[config.mk]
export PLATFORM = sky130hd
export DESIGN_NAME = health_controller
export DESIGN_NICKNAME = d
export VERILOG_FILES = /design/src/rtl/health_pkg.sv /design/src/rtl/health_drain.sv /design/src/rtl/health_controller.sv
export SDC_FILE = /design/constraint.sdc
export NUM_CORES = 1
export LEC_CHECK = 0
export BUFFER_PORTS_ARGS = -buffer_cell sky130_fd_sc_hd__buf_2
export CELL_PAD_IN_SITES_DETAIL_PLACEMENT = 0
export CELL_PAD_IN_SITES_GLOBAL_PLACEMENT = 1
export CORE_ASPECT_RATIO = 1.75
export CORE_UTILIZATION = 44
export DETAILED_ROUTE_END_ITERATION = 7
export HOLD_SLACK_MARGIN = 0.05
export PLACE_DENSITY_LB_ADDON = 0.2
export REMOVE_ABC_BUFFERS = 1
export SLEW_MARGIN = 20
export SYNTH_ARGS = -nofsm -noshare
export SYNTH_HDL_FRONTEND = slang
export SYNTH_SLANG_ARGS = --single-unit
[constraint.sdc]
create_clock -name Clk -period 4.3 [get_ports Clk]
set_input_delay 0.43 -clock Clk [delete_from_list [all_inputs] [get_ports Clk]]
set_output_delay 0.43 -clock Clk [all_outputs]
set_load 0.02 [all_outputs]
[src/rtl/health_pkg.sv]
// health_pkg: shared state/winner encodings and the default full-health value
package health_pkg;
    localparam int MAX_HEALTH_DEFAULT = 200;
    typedef enum logic [1:0] {ROUND_INIT, FIGHT, KO_DRAIN, KO} ctrl_state_t;
    typedef enum logic [1:0] {WIN_NONE = 2'b00, WIN_RYU = 2'b01, WIN_AKUMA = 2'b10} winner_t;
endpackage

[src/rtl/health_drain.sv]
// health_drain: one fighter's target health and the displayed health that drains toward it
module health_drain #(
    parameter int MAX_HEALTH = 200,
    parameter int DRAIN_STEP = 2
) (
    input  logic       vga_clk,
    input  logic       reset,
    input  logic       load_full,
    input  logic       drain_tick,
    input  logic       hit,
    input  logic [7:0] dmg,
    output logic [7:0] display,
    output logic       lethal,
    output logic       target_zero,
    output logic       settled
);
    localparam logic [7:0] FULL = 8'(MAX_HEALTH);
    localparam logic [7:0] STEP = 8'(DRAIN_STEP);
    logic [7:0] target, gap, step;
    // display never drops below target, so gap cannot underflow; lethal flags a hit that saturates to 0
    always_comb begin
        gap         = display - target;
        step        = gap > STEP ? STEP : gap;
        lethal      = dmg >= target;
        target_zero = target == '0;
        settled     = display == target;
    end
    // saturating damage on the target and per-frame drain of the display
    always_ff @(posedge vga_clk) begin
        if (reset || load_full) begin
            target  <= FULL;
            display <= FULL;
        end else begin
            if (hit) target <= lethal ? '0 : target - dmg;
            if (drain_tick) display <= display - step;
        end
    end
endmodule

[src/rtl/health_controller.sv]
// health_controller: arbitrates hits, tracks both fighters' health and sequences the round FSM
module health_controller import health_pkg::*; #(
    parameter int MAX_HEALTH = MAX_HEALTH_DEFAULT,
    parameter int DRAIN_STEP = 2,
    parameter int KO_FRAMES  = 120
) (
    input  logic       Clk,
    input  logic       Reset,
    input  logic       frame_tick,
    input  logic       round_start,
    input  logic       ryu_hit_req,
    input  logic [7:0] ryu_hit_dmg,
    input  logic       akuma_hit_req,
    input  logic [7:0] akuma_hit_dmg,
    output logic       ryu_hit_ack,
    output logic       akuma_hit_ack,
    output logic [7:0] RyuHealth,
    output logic [7:0] AkumaHealth,
    output logic       ko,
    output logic [1:0] winner,
    output logic       round_over
);
    localparam int CW = $clog2(KO_FRAMES + 1);
    ctrl_state_t state, state_n;
    winner_t winner_q;
    logic [CW-1:0] ko_cnt;
    logic prefer_akuma, ryu_elig, akuma_elig, fight, contend, grant_ryu, grant_akuma, fatal;
    logic load_full, drain_tick;
    logic ryu_lethal, ryu_zero, ryu_settled, akuma_lethal, akuma_zero, akuma_settled;
    assign load_full  = state == ROUND_INIT;
    assign drain_tick = frame_tick && state != ROUND_INIT;
    assign winner     = winner_q;
    health_drain #(.MAX_HEALTH(MAX_HEALTH), .DRAIN_STEP(DRAIN_STEP)) u_ryu (
        .vga_clk(Clk), .reset(Reset), .load_full(load_full), .drain_tick(drain_tick),
        .hit(grant_akuma), .dmg(akuma_hit_dmg), .display(RyuHealth),
        .lethal(ryu_lethal), .target_zero(ryu_zero), .settled(ryu_settled)
    );
    health_drain #(.MAX_HEALTH(MAX_HEALTH), .DRAIN_STEP(DRAIN_STEP)) u_akuma (
        .vga_clk(Clk), .reset(Reset), .load_full(load_full), .drain_tick(drain_tick),
        .hit(grant_ryu), .dmg(ryu_hit_dmg), .display(AkumaHealth),
        .lethal(akuma_lethal), .target_zero(akuma_zero), .settled(akuma_settled)
    );
    // round-robin grant of one eligible hit per FIGHT cycle and next-state selection
    always_comb begin
        ryu_elig    = ryu_hit_req && !ryu_hit_ack;
        akuma_elig  = akuma_hit_req && !akuma_hit_ack;
        fight       = state == FIGHT && !round_start;
        contend     = fight && ryu_elig && akuma_elig;
        grant_ryu   = fight && ryu_elig && (!akuma_elig || !prefer_akuma);
        grant_akuma = fight && akuma_elig && (!ryu_elig || prefer_akuma);
        fatal       = (grant_ryu && akuma_lethal) || (grant_akuma && ryu_lethal);
        state_n     = state;
        if (round_start) state_n = ROUND_INIT;
        else if (state == ROUND_INIT) state_n = FIGHT;
        else if (state == FIGHT && fatal) state_n = KO_DRAIN;
        else if (state == KO_DRAIN && ryu_settled && akuma_settled && (ryu_zero || akuma_zero)) state_n = KO;
    end
    // state, acks, pointer, winner and KO frame counting
    always_ff @(posedge Clk) begin
        if (Reset) begin
            state         <= ROUND_INIT;
            prefer_akuma  <= 1'b0;
            ryu_hit_ack   <= 1'b0;
            akuma_hit_ack <= 1'b0;
            ko            <= 1'b0;
            winner_q      <= WIN_NONE;
            round_over    <= 1'b0;
            ko_cnt        <= '0;
        end else begin
            state         <= state_n;
            ryu_hit_ack   <= grant_ryu;
            akuma_hit_ack <= grant_akuma;
            ko            <= state_n == KO_DRAIN || state_n == KO;
            if (contend) prefer_akuma <= !prefer_akuma;
            if (state == ROUND_INIT) begin
                winner_q   <= WIN_NONE;
                round_over <= 1'b0;
                ko_cnt     <= '0;
            end else if (state == FIGHT && state_n == KO_DRAIN) begin
                winner_q <= grant_ryu ? WIN_RYU : WIN_AKUMA;
            end else if (state == KO && frame_tick && !round_over) begin
                ko_cnt     <= ko_cnt + 1'b1;
                round_over <= ko_cnt == CW'(KO_FRAMES - 1);
            end
        end
    end
endmodule

==> impl_metrics.ini <==
[cts]
cts_num_sinks = 48
h-tree-depth = 2
clk_latency_ns = 0.29
clockBufferDepth = 2
cts_tree = yes
clk_pin_slew_ns = 0.07
cts-hold-fix-buffers = 0
cts_inserted_buffers = 5
cts-root-buf = clkbuf_16

[yosys]
synth_seq_cells = 48
synth_top_area_share = 0.2531
ys_top_cells_by_area = dfxtp_1, ha_1, a21oi_1
postSynthAreaPerCell_um2 = 7.992
yosys.area.top_type = dfxtp_1
ys.flop_type = dfxtp_1
synth_cells = 475
synthTopCellsByCount = inv_1, dfxtp_1, a21oi_1, ha_1, nor2_1
synth-edff-count = 0
syn_area_um2 = 3796
synthArstFlopShare = 0
synth.distinct_cells = 53
synth_most_common_cell = inv_1
yosysSeqAreaShare = 0.2531
ys_warn_count = 0

[drt]
drt_iter0_drc = 104
totalWireLength_um = 9250
dr.pass1.iters = 4
vias = 3462
antenna_left = 0
drcViolationCount = 0
vias_per_cell = 5.393
avgRoutedWirePerCell_um = 14.41

[floorplanning]
die_area_um2 = 9018
dieHeight_um = 124.9
rows = 44
die_w_um = 72.22
start_util = 0.4567
core_area_um2 = 8313
io_pins = 44

[global_route]
grt_pass1_wl_um = 15500
grt_pass1_vias = 3470
antenna_found_initial = 0
grt_usage = 0.2207
grt_max_degree = 34
gr-total-overflow = 0

[place]
io_buffers = 43
place_area_um2 = 4174
pre_cts_ws_ns = 0.2495
gp_congestion = 0.8808
dp_hpwl_um = 7476

[timing]
setup_tns_ns = 0
slew_headroom = 0.4856
worst_clock_skew_ns = 0.006712
rsz0062_at_grt = false
worstMarginPinSlew_ns = 0.7687
fmax_ghz = 0.2463
period_share = 0.9441
fin_crit_ns = 4.060
setup_viol = 0
hold_viol_final = 0
fin_ws_ns = 0.2403
slew_viol_final = 0

[critical_path]
crit_fanout = 5
cp-start-kind = flop
arrival_ns = 4.19
worstSetupPathType = flop to flop
worstSetupEndpointType = flop
required_ns = 4.43

[cells_and_area]
diodes = 0
syn_to_final_growth_pct = 15.13
drive_gt1_frac = 0.1176
utilization = 0.5257
final_area_um2 = 4370
final_net_count = 599

[power]
powerDensity_nw_per_um2 = 278.8
p_leak_nw = 1.957
finalPower_mw = 1.218
vdd_drop_max_mv = 0.1968

[flow_run]
drv_cap = 0

[outcome]
status = finished clean

[min_path]
worstHoldPathType = primary input to flop
==> cells by family after synthesis <==
logic type / synth area share
AND/OR/NAND/NOR: 0.1918
AO/OA/AOI/OAI: 0.2106
buffers and inverters: 0.07218
adder cells (fa/ha/maj): 0.1800
flip-flops: 0.2531
XOR/XNOR: 0.08075
multiplexers: 0.01055
other: 0.0009878
==> layout make-up <==
| cell class | count | area [um2] |
|---|---|---|
| clock buffers | 5 | 125.1 |
| clock inverters | 3 | 68.82 |
| fillers | 827 | 3943 |
| inverters | 59 | 221.5 |
| multi-input cells | 365 | 2605 |
| flip-flops and latches | 48 | 960.9 |
| well taps | 115 | 143.9 |
| repair buffers | 47 | 245.2 |
==> what timing repair did <==
| action | in CTS | in global routing |
|---|---|---|
| setup endpoints to repair | 0 | 1 |
| gates resized for setup | 0 | 1 |
| setup buffers | 0 | 0 |
==> path summary, 6_finish.rpt <==
check	from	endpoint	slack [ns]	cells after the start
max reg2reg	u_akuma.target[1]	u_akuma.display[6]	0.24	18
min	round_start	state[1]	0.35	2
min reg2reg	winner[1]	winner[1]	0.50	2
max	u_akuma.target[1]	u_akuma.display[6]	0.24	18
==> registers in the layout (all words and copies together), names as in the netlist, named ones only <==
| register | count |
|---|---|
| ryu_hit_ack | 1 |
| u_ryu.display | 7 |
| akuma_hit_ack | 1 |
| round_over | 1 |
| u_akuma.target | 8 |
| ko_cnt | 7 |
| u_akuma.display | 7 |
| prefer_akuma | 1 |
| ko | 1 |
| state | 2 |
| u_ryu.target | 8 |
| winner | 2 |
==> power breakdown <==
| part | switching (mW) | total (mW) | internal [mW] |
|---|---|---|---|
| Combinational | 0.141 | 0.244 | 0.103 |
| Sequential | 0.00644 | 0.456 | 0.449 |
| Clock | 0.183 | 0.518 | 0.336 |
==> placed cells by master, fill, tap and decap left out, types with 4 or more instances in the layout <==
cell type | netlist | routed
a211oi_1 | 6 | 6
o31ai_1 | 6 | 6
nand3_1 | 9 | 9
nand4_1 | 6 | 6
or3_1 | 5 | 5
o221ai_1 | 4 | 4
conb_1 | 1 | 10
inv_1 | 59 | 59
a21oi_1 | 45 | 45
nand2b_1 | 6 | 6
fa_1 | 6 | 5
nand2_1 | 22 | 22
xor2_1 | 14 | 14
ha_1 | 45 | 45
nor2b_1 | 12 | 12
nor2_1 | 38 | 38
dfxtp_1 | 48 | 48
nor3_1 | 19 | 19
clkbuf_16 | 0 | 5
mux2i_1 | 4 | 4
buf_4 | 0 | 4
a21o_1 | 13 | 13
o21ai_0 | 19 | 19
o21bai_1 | 4 | 4
nor4_1 | 8 | 8
buf_2 | 0 | 43
xnor2_1 | 21 | 21
o22ai_1 | 4 | 4
==> worst max-delay path, stage by stage (launching register included) <==
cell      delay (ns)
dfxtp_1         0.42
inv_1           0.11
ha_1            0.30
nor2b_1         0.16
o2111a_1        0.27
or3_1           0.31
a311oi_1        0.29
nand3_1         0.14
a211o_1         0.26
or2_1           0.25
nor3_1          0.19
fa_1            0.25
nor2b_1         0.07
o21ai_0         0.15
nand2b_1        0.10
a21o_1          0.19
a21oi_1         0.17
xor2_1          0.17
o221ai_1        0.11
==> metal layers <==
layer,share of wire,vias to the layer above,track usage
met2,0.57,60,0.4404
met5,0,-,0
met3,0.022,20,0.02589
li1,-,1770,-
met1,0.37,1612,0.2158
met4,0.031,0,0.08997
==> stage by stage <==
step,instances,hold slack (ns)
final,642,0.3500
after floorplan,472,0.4710
after global routing,642,0.3794
after detailed placement,634,0.4967
after global placement,634,0.4867
after CTS,642,0.3481
Power figures use the tool's default switching activity.
